### src/rtl/oob_supervisor_dev_pkg.sv
// rtl/oob_supervisor_dev_pkg.sv - shared state encodings and backoff width helper
// for the OOB supervisor slice.
package oob_supervisor_dev_pkg;

  localparam logic [2:0] ST_IDLE    = 3'd0;
  localparam logic [2:0] ST_START   = 3'd1;
  localparam logic [2:0] ST_WAIT    = 3'd2;
  localparam logic [2:0] ST_LINK    = 3'd3;
  localparam logic [2:0] ST_BACKOFF = 3'd4;
  localparam logic [2:0] ST_FAIL    = 3'd5;

  // One spare bit above the largest shifted backoff so the capped value always fits.
  function automatic int backoff_w(input int base, input int grade, input int max_shift);
    return $clog2((base * grade) << max_shift) + 1;
  endfunction

endpackage

### src/rtl/oob_supervisor_dev_if.sv
// rtl/oob_supervisor_dev_if.sv - handshake bundle between the supervisor (master)
// and the oob_dev engine (slave).
interface oob_supervisor_dev_if;

  logic oob_busy;
  logic oob_done;
  logic link_up;
  logic link_down;
  logic oob_error;
  logic oob_silence;
  logic cominit_req;
  logic oob_start;
  logic cominit_allow;
  logic txelecidle_force;

  modport master (
    input  oob_busy, oob_done, link_up, link_down, oob_error, oob_silence, cominit_req,
    output oob_start, cominit_allow, txelecidle_force
  );

  modport slave (
    output oob_busy, oob_done, link_up, link_down, oob_error, oob_silence, cominit_req,
    input  oob_start, cominit_allow, txelecidle_force
  );

endinterface

### src/rtl/oob_supervisor_dev_backoff_timer.sv
// rtl/oob_supervisor_dev_backoff_timer.sv - loadable down-counter; load value is
// BASE shifted by the requested exponent, capped at MAX_SHIFT.
module oob_backoff_timer
  import oob_supervisor_dev_pkg::*;
#(
  parameter int BASE      = 16,
  parameter int MAX_SHIFT = 2,
  parameter int SHIFT_W   = 2
) (
  input  logic               clk,
  input  logic               rst,
  input  logic               i_load,
  input  logic [SHIFT_W-1:0] i_shift,
  input  logic               i_en,
  output logic               o_expired
);

  localparam int W = backoff_w(BASE, 1, MAX_SHIFT);
  localparam logic [W-1:0] BASE_V = W'(BASE);

  logic [W-1:0] r_count;
  logic [W-1:0] w_load_val;

  always_comb begin
    if (int'(i_shift) > MAX_SHIFT) w_load_val = BASE_V << MAX_SHIFT;
    else                           w_load_val = BASE_V << i_shift;
  end

  always_ff @(posedge clk) begin
    if (rst)                          r_count <= '0;
    else if (i_load)                  r_count <= w_load_val;
    else if (i_en && r_count != '0)   r_count <= r_count - 1'b1;
  end

  assign o_expired = (r_count == '0);

endmodule

### src/rtl/oob_supervisor_dev.sv
// rtl/oob_supervisor_dev.sv - device-side OOB start/retry supervisor: bounded
// exponential backoff, alignment-loss debounce, sticky fail and link statistics.
module oob_supervisor_dev
  import oob_supervisor_dev_pkg::*;
#(
  parameter int CLK_SPEED_GRADE   = 2,
  parameter int MAX_RETRIES       = 3,
  parameter int BACKOFF_BASE      = 256,
  parameter int BACKOFF_MAX_SHIFT = 4,
  parameter int ALIGN_LOSS_CYCLES = 8,
  parameter int CNT_W             = 8
) (
  input  logic                             clk,
  input  logic                             rst,
  input  logic                             gtx_ready,
  input  logic                             rxbyteisaligned,
  input  logic                             retry_clear,
  oob_supervisor_dev_if.master             oob,
  output logic                             phy_ready,
  output logic                             link_fail,
  output logic [$clog2(MAX_RETRIES+1)-1:0] retry_cnt,
  output logic [CNT_W-1:0]                 link_drop_cnt,
  output logic [2:0]                       state
);

  localparam int RETRY_W = $clog2(MAX_RETRIES + 1);
  localparam int ALIGN_N = ALIGN_LOSS_CYCLES * CLK_SPEED_GRADE;
  localparam int ALIGN_W = $clog2(ALIGN_N + 1);

  logic [2:0]         r_state;
  logic [RETRY_W-1:0] r_retry_cnt;
  logic [CNT_W-1:0]   r_drop_cnt;
  logic               r_align_r;
  logic               r_align_rr;
  logic [ALIGN_W-1:0] r_misalign;

  logic [2:0]         w_next_state;
  logic               w_bo_load;
  logic [RETRY_W-1:0] w_bo_shift;
  logic               w_bo_expired;
  logic               w_retry_inc;
  logic               w_retry_clr;
  logic               w_drop_inc;
  logic               w_align_loss;

  assign w_align_loss = (r_state == ST_LINK) && !r_align_rr &&
                        (r_misalign == ALIGN_W'(ALIGN_N - 1));

  always_comb begin
    w_next_state = r_state;
    w_bo_load    = 1'b0;
    w_bo_shift   = '0;
    w_retry_inc  = 1'b0;
    w_retry_clr  = 1'b0;
    w_drop_inc   = 1'b0;
    case (r_state)
      ST_IDLE: if (gtx_ready && !oob.oob_busy) w_next_state = ST_START;
      ST_START: w_next_state = gtx_ready ? ST_WAIT : ST_IDLE;
      ST_WAIT: begin
        if (!gtx_ready) begin
          w_next_state = ST_IDLE;
        end else if (oob.oob_error || oob.oob_silence) begin
          // A failure report wins over a same-cycle done.
          if (r_retry_cnt == RETRY_W'(MAX_RETRIES)) begin
            w_next_state = ST_FAIL;
          end else begin
            w_retry_inc  = 1'b1;
            w_bo_load    = 1'b1;
            w_bo_shift   = r_retry_cnt + 1'b1;
            w_next_state = ST_BACKOFF;
          end
        end else if (oob.oob_done && oob.link_up) begin
          w_retry_clr  = 1'b1;
          w_next_state = ST_LINK;
        end
      end
      ST_LINK: begin
        if (!gtx_ready) begin
          w_next_state = ST_IDLE;
        end else if (oob.cominit_req) begin
          w_next_state = ST_WAIT;
        end else if (oob.link_down || w_align_loss) begin
          w_bo_load    = 1'b1;
          w_drop_inc   = 1'b1;
          w_next_state = ST_BACKOFF;
        end
      end
      ST_BACKOFF: if (!gtx_ready || w_bo_expired) w_next_state = ST_IDLE;
      ST_FAIL: begin
        if (retry_clear) begin
          w_retry_clr  = 1'b1;
          w_next_state = ST_IDLE;
        end
      end
      default: w_next_state = ST_IDLE;
    endcase
  end

  always_ff @(posedge clk) begin
    if (rst) begin
      r_state     <= ST_IDLE;
      r_retry_cnt <= '0;
      r_drop_cnt  <= '0;
      r_align_r   <= 1'b0;
      r_align_rr  <= 1'b0;
      r_misalign  <= '0;
    end else begin
      r_state    <= w_next_state;
      r_align_r  <= rxbyteisaligned;
      r_align_rr <= r_align_r;
      if (w_retry_clr)      r_retry_cnt <= '0;
      else if (w_retry_inc) r_retry_cnt <= r_retry_cnt + 1'b1;
      if (w_drop_inc && r_drop_cnt != {CNT_W{1'b1}}) r_drop_cnt <= r_drop_cnt + 1'b1;
      if (r_state != ST_LINK || r_align_rr) r_misalign <= '0;
      else if (!w_align_loss)               r_misalign <= r_misalign + 1'b1;
    end
  end

  oob_backoff_timer #(
    .BASE      (BACKOFF_BASE * CLK_SPEED_GRADE),
    .MAX_SHIFT (BACKOFF_MAX_SHIFT),
    .SHIFT_W   (RETRY_W)
  ) u_backoff (
    .clk       (clk),
    .rst       (rst),
    .i_load    (w_bo_load),
    .i_shift   (w_bo_shift),
    .i_en      (r_state == ST_BACKOFF),
    .o_expired (w_bo_expired)
  );

  assign oob.oob_start        = (r_state == ST_START);
  assign oob.txelecidle_force = (r_state == ST_IDLE) || (r_state == ST_BACKOFF) ||
                                (r_state == ST_FAIL);
  assign oob.cominit_allow    = (r_state == ST_LINK) && oob.cominit_req;
  assign phy_ready            = (r_state == ST_LINK) && gtx_ready && r_align_rr;
  assign link_fail            = (r_state == ST_FAIL);
  assign retry_cnt            = r_retry_cnt;
  assign link_drop_cnt        = r_drop_cnt;
  assign state                = r_state;

endmodule

### src/flat_wrapper.sv
// flat-port wrapper written by rule: the top's interface ports become plain ports
module oob_supervisor_dev_flat import oob_supervisor_dev_pkg::*;
#(
  parameter int CLK_SPEED_GRADE   = 2,
  parameter int MAX_RETRIES       = 3,
  parameter int BACKOFF_BASE      = 256,
  parameter int BACKOFF_MAX_SHIFT = 4,
  parameter int ALIGN_LOSS_CYCLES = 8,
  parameter int CNT_W             = 8
)
  (clk, rst, gtx_ready, rxbyteisaligned, retry_clear, phy_ready, link_fail, retry_cnt, link_drop_cnt, state, oob_oob_busy, oob_oob_done, oob_link_up, oob_link_down, oob_oob_error, oob_oob_silence, oob_cominit_req, oob_oob_start, oob_cominit_allow, oob_txelecidle_force);
  oob_supervisor_dev_if oob_i ();
  input  logic clk;
  input  logic rst;
  input  logic gtx_ready;
  input  logic rxbyteisaligned;
  input  logic retry_clear;
  output logic phy_ready;
  output logic link_fail;
  output logic [$clog2(MAX_RETRIES+1)-1:0] retry_cnt;
  output logic [CNT_W-1:0] link_drop_cnt;
  output logic [2:0] state;
  input wire logic [$bits(oob_i.oob_busy)-1:0] oob_oob_busy;
  input wire logic [$bits(oob_i.oob_done)-1:0] oob_oob_done;
  input wire logic [$bits(oob_i.link_up)-1:0] oob_link_up;
  input wire logic [$bits(oob_i.link_down)-1:0] oob_link_down;
  input wire logic [$bits(oob_i.oob_error)-1:0] oob_oob_error;
  input wire logic [$bits(oob_i.oob_silence)-1:0] oob_oob_silence;
  input wire logic [$bits(oob_i.cominit_req)-1:0] oob_cominit_req;
  output wire logic [$bits(oob_i.oob_start)-1:0] oob_oob_start;
  output wire logic [$bits(oob_i.cominit_allow)-1:0] oob_cominit_allow;
  output wire logic [$bits(oob_i.txelecidle_force)-1:0] oob_txelecidle_force;
  assign oob_i.oob_busy = oob_oob_busy;
  assign oob_i.oob_done = oob_oob_done;
  assign oob_i.link_up = oob_link_up;
  assign oob_i.link_down = oob_link_down;
  assign oob_i.oob_error = oob_oob_error;
  assign oob_i.oob_silence = oob_oob_silence;
  assign oob_i.cominit_req = oob_cominit_req;
  assign oob_oob_start = oob_i.oob_start;
  assign oob_cominit_allow = oob_i.cominit_allow;
  assign oob_txelecidle_force = oob_i.txelecidle_force;
  oob_supervisor_dev #(.CLK_SPEED_GRADE(CLK_SPEED_GRADE), .MAX_RETRIES(MAX_RETRIES), .BACKOFF_BASE(BACKOFF_BASE), .BACKOFF_MAX_SHIFT(BACKOFF_MAX_SHIFT), .ALIGN_LOSS_CYCLES(ALIGN_LOSS_CYCLES), .CNT_W(CNT_W)) u_core (.clk(clk), .rst(rst), .gtx_ready(gtx_ready), .rxbyteisaligned(rxbyteisaligned), .retry_clear(retry_clear), .oob(oob_i), .phy_ready(phy_ready), .link_fail(link_fail), .retry_cnt(retry_cnt), .link_drop_cnt(link_drop_cnt), .state(state));
endmodule
### config.mk
export PLATFORM = sky130hd
export DESIGN_NAME = oob_supervisor_dev_flat
export DESIGN_NICKNAME = d
export VERILOG_FILES = /design/src/rtl/oob_supervisor_dev_pkg.sv /design/src/rtl/oob_supervisor_dev_if.sv /design/src/rtl/oob_supervisor_dev_backoff_timer.sv /design/src/rtl/oob_supervisor_dev.sv /design/src/flat_wrapper.sv
export SDC_FILE = /design/constraint.sdc
export NUM_CORES = 1
export LEC_CHECK = 0
export CORE_UTILIZATION = 57
export CTS_CLUSTER_DIAMETER = 40
export DETAILED_ROUTE_END_ITERATION = 6
export HOLD_SLACK_MARGIN = 0.12
export PLACE_DENSITY = 0.95
export RECOVER_POWER = 25
export SLEW_MARGIN = 15
export SYNTH_ARGS = -nofsm -noshare
export SYNTH_HDL_FRONTEND = slang
export SYNTH_SLANG_ARGS = --single-unit
### constraint.sdc
create_clock -name clk -period 4.6 [get_ports clk]
set_input_delay 1.38 -clock clk [delete_from_list [all_inputs] [get_ports clk]]
set_output_delay 1.38 -clock clk [all_outputs]
set_load 0.01 [all_outputs]
### After elaboration in Yosys (flattened, before gate mapping)

Cells that the tools add are included.

* register bits: 34
* word-level logic and storage cells: 83
* output and inout bits: 18
* bits of input ports: 12

* reductions and logical operators: 25
* shift operators: 1
* equality and inequality tests: 14
* add/subtract/negate cells: 4
* mux-type cells: 32

Operators with widths (count)
* two-way mux 14 bit: 2
* two-way mux 3 bit: 9
* one-hot mux 3 bit (6 select lines): 1
* logical NOT 14 bit: 1
* nonzero test 14 bit: 1
* left shift 10 x 2 -> 14 bit (first input constant): 1
* subtractor 14 x 1 -> 14 bit (second input constant): 1
* two-way mux 1 bit: 13
* two-way mux 2 bit: 5
* logical AND 1 bit: 9
* adder 8 x 1 -> 8 bit (second input constant): 1
* != test 8 bit (second input constant): 1
* equality test 3 x 2 -> 1 bit (second input constant): 2
* equality test 3 bit (second input constant): 2
* logical OR 1 bit: 6
* adder 5 x 1 -> 5 bit (second input constant): 1
* equality test 5 x 4 -> 1 bit (second input constant): 1
* AND reduction 5 bit: 1
* != test 2 x 1 -> 1 bit (second input constant): 2
* != test 4 x 2 -> 1 bit (second input constant): 1
* != test 4 bit (second input constant): 1
* one-hot mux 1 bit (2 select lines): 2
* OR reduction 2 bit: 2
* equality test 3 x 1 -> 1 bit (second input constant): 1
* 7 further kinds: 9

### Logic depth before layout (Yosys ltp)

Gate-level depths: netlist of the first run.

* depth in word-level cells: 9
* mapped depth: 10
* depth with buffers taken out: 8

### By module

From an unflattened synthesis of the first run, not the netlist that was laid out.

* cell total of the unflattened synthesis: 247
* area, all modules: 2016.9 um^2

Modules (own cells, without submodules)
* oob_supervisor_dev: area an instance 1133.6 um^2, sequential area each 400.4 um^2, cells each 135, times used 1
* oob_backoff_timer: area an instance 883.3 um^2, sequential area each 280.3 um^2, cells each 112, times used 1

### Least setup slack after synthesis of the first run

OpenSTA, ideal clock, no wires.

* path type: input-to-output
* start: input port gtx_ready
* end: output port phy_ready
* cell stages on the path: 2
* data arrival time: 1651 ps
* slack: 1569 ps
* data required time: 3220 ps
* path buffers: 0
* cell sequence: nand4b_4 nor2_1

* longest elaborated chain between the ends: 2

Ends and longest elaborated chain
* start: declaration: RTL line flat_wrapper.sv:15 `input logic gtx_ready;`
* logical AND 1 bit (2 in a row): RTL line oob_supervisor_dev.sv:136 `assign phy_ready = (r_state == ST_LINK) && gtx_ready && r_align_rr;`
* end: declaration: RTL line flat_wrapper.sv:18 `output logic phy_ready;`

No other way between the ends.

### Worst setup path after layout of the first run

Ends and elaborated chain as after synthesis.

==> out/results.ini, run 1 <==
[timing]
rsz0062_at_grt=false
timing.fmax_mhz=234
crit_share_post_route=0.928
setup-tns-final_ns=0
setup_ws_ns=0.331
finalHoldViolCount=0
final.min_clock_period_ns=4.27
clock-skew-final_ns=0.00914
worst-slew-pin-transition_ns=0.769
setup-violations-final=0
fin_hold_ws_ns=0.468
drv_slew=0
slew_headroom=0.485

[finish]
fillerInstances=239
layout.area.seq_sq_um=681
area_delta_synth_final_pct=18.8
num_antenna_cells=0
drive_gt1_frac=0.101
finalCoreUtilization=0.730
multiInputGateArea_sq_um=1140
finish.net_count=265

[drt]
drc_errors=0
drt-pass1-iter-count=4
drtAntennaViolNets=0
routed-wl-met2_um=2070
num_vias=1682
detail_route.wl_per_cell_um=14.5
dr.max_layer_used=met4
post_drt_via_cell_ratio=5.76
routedLengthMet1_um=1830
met3_length_um=167
routed_wl_um=4220
initialDrtViolationCount=126

[worst_setup_path]
critical_path.endpoint_type=output port
cp_cell_sequence=dlygate4sd3_1 -> nand4b_4 -> nor2_1 -> clkdlybuf4s50_1
start_kind=input port
worst-setup-path-type=input port to output port
timing.critical_path.arrival_ns=2.89
crit_fanout=7
worst_ep_required_time_ns=3.22
cpMaxStageDelayCell=sky130_fd_sc_hd__dlygate4sd3_1
cpPeakStageDelay_ns=0.72

[clock_tree]
cts_max_path_buffers=2
postCtsSetupBuffers=0
reg_clk_slew_reported_paths_ns=0.11
tritoncts=built
cts_hold_buffers=0
cts_root_buffer=sky130_fd_sc_hd__clkbuf_4
clkSinkCount=34
cts_max_level=2
clkLatencyLatePin_ns=0.35
cts_buf_count=5
post_cts_resized=0

[floorplanning]
floorplan.initialDensity=0.615
die_height_um=60.1
fp.coreArea_sq_um=3130
fp.dieW_um=60.1
num_io_pins=30
die_area_sq_um=3610
fp-row-count=20

[placement]
routabilityCongestion=0.848
pre_cts_setup_slack_ns=0.404
post-dp-hpwl_um=3080
portBuffers=29

[synthesis]
synth_xor_xnor_area_share=0.0865
synth_sequential_area_ratio=0.354
ys.warnings.count=0
largest_family_of_logic_cells_by_synthesized_area=simple AND/OR/NAND/NOR gates
most_frequently_used_flop_master_after_synthesis=sky130_fd_sc_hd__dfxtp_1
synth.lib_cells_used.distinct=49
synth_seq_cells=34
synthesis.area_sq_um=1920
mappedNetlistNets=237
synth_simple_gate_area_share=0.332
adder_cell_share_of_the_synthesized_area=0.0390
number_of_synthesized_flops_with_an_enable_pin=0
postSynthCellCount=219
synthMuxAreaShare=0.0215
ys_async_sr_fraction=0
syn_area_per_cell_sq_um=8.78
synth_compound_area_frac=0.116

[worst_hold_path]
worst_hold_path_class=flip-flop to flip-flop

[grt]
global_route_wire_length_before_repair_um=6930
grt_usage=0.266
sum_of_overflow_across_all_layers_after_global_routing=0
number_of_antenna_violations_at_the_first_check_in_global_routing=0
grt_max_degree=21
first_global_vias=1666

[run]
drv_cap=0

[pwr]
power.ir.vdd_worst_uv=469
p_leak_nw=0.858
power_density_nw_per_um2=480
total_power_mw=1.10

[outcome]
run_status=complete, no violations

==> through the flow <==
step | instances | area, sq um
after floorplan | 219 | 1920
after global routing | 292 | 2280
after CTS | 292 | 2280
after global placement | 284 | 2210
final | 292 | 2280
after detailed placement | 284 | 2210
==> layout make-up <==
type | count | share of cell area
inverters | 8 | 0.0131
well taps | 44 | 0.0241
flip-flops and latches | 34 | 0.298
repair buffers | 30 | 0.130
clock inverters | 3 | 0.0175
clock buffers | 5 | 0.0164
multi-input cells | 168 | 0.501
==> synth_stat cells, drive strengths merged, types with 3 or more instances <==
cell type / number / area, sq um
dfxtp: 34 / 681
nor2: 33 / 124
nand2: 12 / 45.0
nand3: 11 / 55.1
xnor2: 10 / 87.6
nor3: 9 / 55.1
o21ai: 9 / 45.0
xor2: 9 / 78.8
a21oi: 8 / 40.0
inv: 8 / 30.0
buf: 7 / 61.3
nand4: 7 / 50.1
ha: 6 / 75.1
nor3b: 6 / 56.3
nor4: 6 / 37.5
and3: 5 / 31.3
nor2b: 4 / 32.5
mux2i: 3 / 30.0
nor4b: 3 / 45.0
==> registers in the layout (all words and copies together), names as in the netlist <==
| signal | flops |
|---|---|
| u_core.retry_cnt | 2 |
| u_core.r_align_r | 1 |
| u_core.u_backoff.r_count | 14 |
| u_core.r_align_rr | 1 |
| u_core.r_misalign | 5 |
| u_core.link_drop_cnt | 8 |
| u_core.state | 3 |
==> cell usage in the layout, fill, tap and decap left out, types with 2 or more instances in the layout <==
cell type and n:
sky130_fd_sc_hd__inv_1 8, sky130_fd_sc_hd__nor4b_2 3, sky130_fd_sc_hd__nand3_1 11, sky130_fd_sc_hd__nand2_1 12, sky130_fd_sc_hd__nor3_1 7, sky130_fd_sc_hd__a21oi_1 8, sky130_fd_sc_hd__or4_1 2, sky130_fd_sc_hd__o31ai_1 2
sky130_fd_sc_hd__and3_1 5, sky130_fd_sc_hd__mux2i_1 3, sky130_fd_sc_hd__clkdlybuf4s50_1 22, sky130_fd_sc_hd__nor3b_1 5, sky130_fd_sc_hd__dfxtp_1 34, sky130_fd_sc_hd__xnor2_1 10, sky130_fd_sc_hd__clkbuf_4 5, sky130_fd_sc_hd__o21ai_0 9
sky130_fd_sc_hd__nor3_2 2, sky130_fd_sc_hd__nand4_1 6, sky130_fd_sc_hd__ha_1 6, sky130_fd_sc_hd__dlygate4sd3_1 7, sky130_fd_sc_hd__a31oi_1 2, sky130_fd_sc_hd__nor4_1 6, sky130_fd_sc_hd__nor2b_1 3, sky130_fd_sc_hd__xor2_1 9
sky130_fd_sc_hd__nor2_1 33, sky130_fd_sc_hd__nand2b_1 2, sky130_fd_sc_hd__clkinv_2 2
==> cells by family after synthesis <==
logic type,Yosys count
AOI/OAI and AO/OA,32
buffers and inverters,17
adders and majority gates,6
muxes,4
and+or+nand+nor,107
xor gates and xnor gates,19
DFF,34
==> metal layers <==
layer  vias up  track usage
li1        841            -
met1       779        0.286
met2        49        0.452
met3        13       0.0519
met4         0        0.213
met5         -            0
==> worst max-delay path: cells and delay by family <==
family,cells,cell delay [ns]
AND/OR/NAND/NOR,2,0.26
buffers and inverters,2,1.25
==> final timing paths <==
| kind | startpoint | endpoint | cells past startpoint | slack, ns |
|---|---|---|---|---|
| setup reg to reg | u_core.r_misalign[0] | u_core.u_backoff.r_count[9] | 8 | 2.11 |
| hold / removal | u_core.r_align_r | u_core.r_align_rr | 1 | 0.47 |
| hold reg to reg | u_core.r_align_r | u_core.r_align_rr | 1 | 0.47 |
| setup / recovery | gtx_ready | phy_ready | 4 | 0.33 |
==> where the power goes <==
| part | switching [mW] | internal (mW) | leakage (nW) |
|---|---|---|---|
| clock network | 0.105 | 0.112 | 0.0450 |
| logic | 0.257 | 0.226 | 0.537 |
| registers | 0.0633 | 0.332 | 0.275 |
Note: power is estimated with default switching activity, not from simulation.
==> inputs of run 2 (changes only) <==
GPL_TIMING_DRIVEN = 0   (was not set)
clock period = 5 ns   (was 4.6 ns; I/O delays follow)
==> run 2 against run 1 <==
Critical path depth did not move. Sequential share of layout area decreased by 0.65 points. Setup slack better by 0.12 ns. Utilization grew 1.6 points. Critical path type unchanged. Critical endpoint unchanged. Largest cell class unchanged.
==> out/results.ini, run 2 (synthesis results as in run 1) <==
[grt]
number_of_antenna_violations_at_the_first_check_in_global_routing=0  ; unchanged
grt_usage=0.244  ; -0.0228
sum_of_overflow_across_all_layers_after_global_routing=0  ; unchanged
global_route_wire_length_before_repair_um=6440  ; -7.1%
first_global_vias=1486  ; -11%
grt_max_degree=11  ; -48%

[clock_tree]
cts_hold_buffers=0  ; unchanged
reg_clk_slew_reported_paths_ns=0.11  ; about the same
post_cts_resized=0  ; unchanged
cts_buf_count=5  ; unchanged
clkSinkCount=34  ; unchanged
cts_max_path_buffers=2  ; unchanged
cts_max_level=2  ; unchanged
cts_root_buffer=sky130_fd_sc_hd__clkbuf_4
tritoncts=built
postCtsSetupBuffers=0  ; unchanged
clkLatencyLatePin_ns=0.35  ; about the same

[finish]
layout.cells.most_common_list=sky130_fd_sc_hd__dfxtp_1, sky130_fd_sc_hd__nor2_1, sky130_fd_sc_hd__clkdlybuf4s50_1
layout.area.seq_sq_um=681  ; unchanged
finish.net_count=273  ; +3.0%
regMostFlops=u_core.u_backoff.r_count
multiInputGateArea_sq_um=1140  ; unchanged
drive_gt1_frac=0.109  ; +0.00857
num_antenna_cells=0  ; unchanged
largest_reg_flops=14  ; unchanged
final_common_cell=sky130_fd_sc_hd__dfxtp_1
fillerInstances=228  ; -4.6%
post-route-cell-area_sq_um=2340  ; +2.2%
area_delta_synth_final_pct=21.5

[worst_setup_path]
timing.rr.start=u_core.r_misalign[0]
start_kind=input port
reg2reg_depth=9  ; +1
worst_r2r_endpoint=u_core.u_backoff.r_count[12]
timing.critical_path.arrival_ns=3.05  ; +0.16 ns
rrSetupSlack_ns=2.59  ; +0.48 ns
setup.worst_path.start=gtx_ready
worst_ep_required_time_ns=3.50  ; +0.28 ns
crit_fanout=7  ; unchanged
critical_path.endpoint_type=output port
worst-setup-path-type=input port to output port
crit_path_end=phy_ready

[timing]
drv_slew=0  ; unchanged
slew_headroom=0.646  ; +0.160
crit_share_post_route=0.910
setup_ws_ns=0.449  ; +0.118 ns
clock-skew-final_ns=0.0121  ; +0.00297 ns
rsz0062_at_grt=false
setup-tns-final_ns=0  ; unchanged
worst-slew-pin-transition_ns=0.526  ; -0.243 ns
final.min_clock_period_ns=4.55
timing.fmax_mhz=220
finalHoldViolCount=0  ; unchanged
setup-violations-final=0  ; unchanged

[run]
drv_cap=0  ; unchanged

[drt]
post_drt_via_cell_ratio=5.61  ; -2.7%
drtAntennaViolNets=0  ; unchanged
detail_route.wl_per_cell_um=13.7  ; -4.9%
routed_wl_um=4120  ; -2.3%
num_vias=1682  ; unchanged
drc_errors=0  ; unchanged
drt-pass1-iter-count=4  ; unchanged
initialDrtViolationCount=88  ; -30%

[placement]
routabilityCongestion=0.846  ; -0.27%
pre_cts_setup_slack_ns=0.541  ; +0.137 ns
post-dp-hpwl_um=2940  ; -4.6%
placed_cell_area_sq_um=2270  ; +2.8%
portBuffers=29  ; unchanged

[pwr]
power.ir.vdd_worst_uv=338  ; -28%
power_density_nw_per_um2=438  ; -8.7%
share_clk_of_total_power=0.196  ; -0.003
power.share.combinational=0.468  ; +0.027
p_leak_nw=0.880  ; +2.6%
total_power_mw=1.02  ; -6.6%
power_frac_seq=0.336  ; -0.025
power.switching_fraction=0.384  ; -0.00401
total_net_switching_power_mw=0.393  ; -7.6%
cellInternalPower_mw=0.631  ; -6.0%

[floorplanning]
num_io_pins=30  ; unchanged
fp.coreArea_sq_um=3130  ; unchanged
fp-row-count=20  ; unchanged
floorplan.initialDensity=0.615  ; unchanged
die_height_um=60.1  ; unchanged
fp.dieW_um=60.1  ; unchanged
die_area_sq_um=3610  ; unchanged

[worst_hold_path]
worst_hold_path_class=flip-flop to flip-flop

[outcome]
run_status=complete, no violations

[run 2: worst min path at each step]
stage                                    to        startpoint  cells after the start  slack (ns)
after floorplan           u_core.r_align_rr  u_core.r_align_r                      1        0.41
after global placement    u_core.r_align_rr  u_core.r_align_r                      1        0.42
after detailed placement  u_core.r_align_rr  u_core.r_align_r                      1        0.43
after CTS                 u_core.r_align_rr  u_core.r_align_r                      1        0.46
after global routing      u_core.r_align_rr  u_core.r_align_r                      1        0.47
final                     u_core.r_align_rr  u_core.r_align_r                      1        0.45
[run 2: final cells by class]
class	count	area share
Buffer	9	0.0262
Multi-Input combinational cell	168	0.490
Tap cell	44	0.0236
Inverter	8	0.0129
Sequential cell	34	0.291
Clock buffer	7	0.0193
Clock inverter	1	0.0129
Timing Repair Buffer	29	0.124
[run 2: power groups by stage]
stage | clock [mW] | combinational [mW] | sequential (mW)
finish | 0.201 | 0.479 | 0.344
global route | 0.214 | 0.534 | 0.347
CTS | 0.203 | 0.478 | 0.343
detailed placement | 0 | 0.466 | 0.348
global placement | 0 | 0.462 | 0.346
floorplan | 0 | 0.355 | 0.345
[run 2: metrics by stage]
step           utilization  hold slack [ns]  cells
5_1_grt              0.747            0.471    300
3_5_place_dp         0.725            0.435    292
3_3_place_gp         0.725            0.418    292
6_report             0.747            0.455    300
2_1_floorplan            -            0.414    219
4_1_cts              0.749            0.460    300
[run 2: per-layer routing]
metal  vias up  global-route usage  share of wire
met1       756               0.295           0.46
li1        858                   -              -
met4         0               0.106          0.016
met5         -                   0              0
met3         7              0.0758          0.058
met2        61               0.395           0.47
[run 2: critical path, cell delays in order]
cell and delay [ns]:
sky130_fd_sc_hd__dlygate4sd3_1 0.73, sky130_fd_sc_hd__nand4b_4 0.15, sky130_fd_sc_hd__nor2_1 0.12, sky130_fd_sc_hd__clkdlybuf4s50_1 0.55
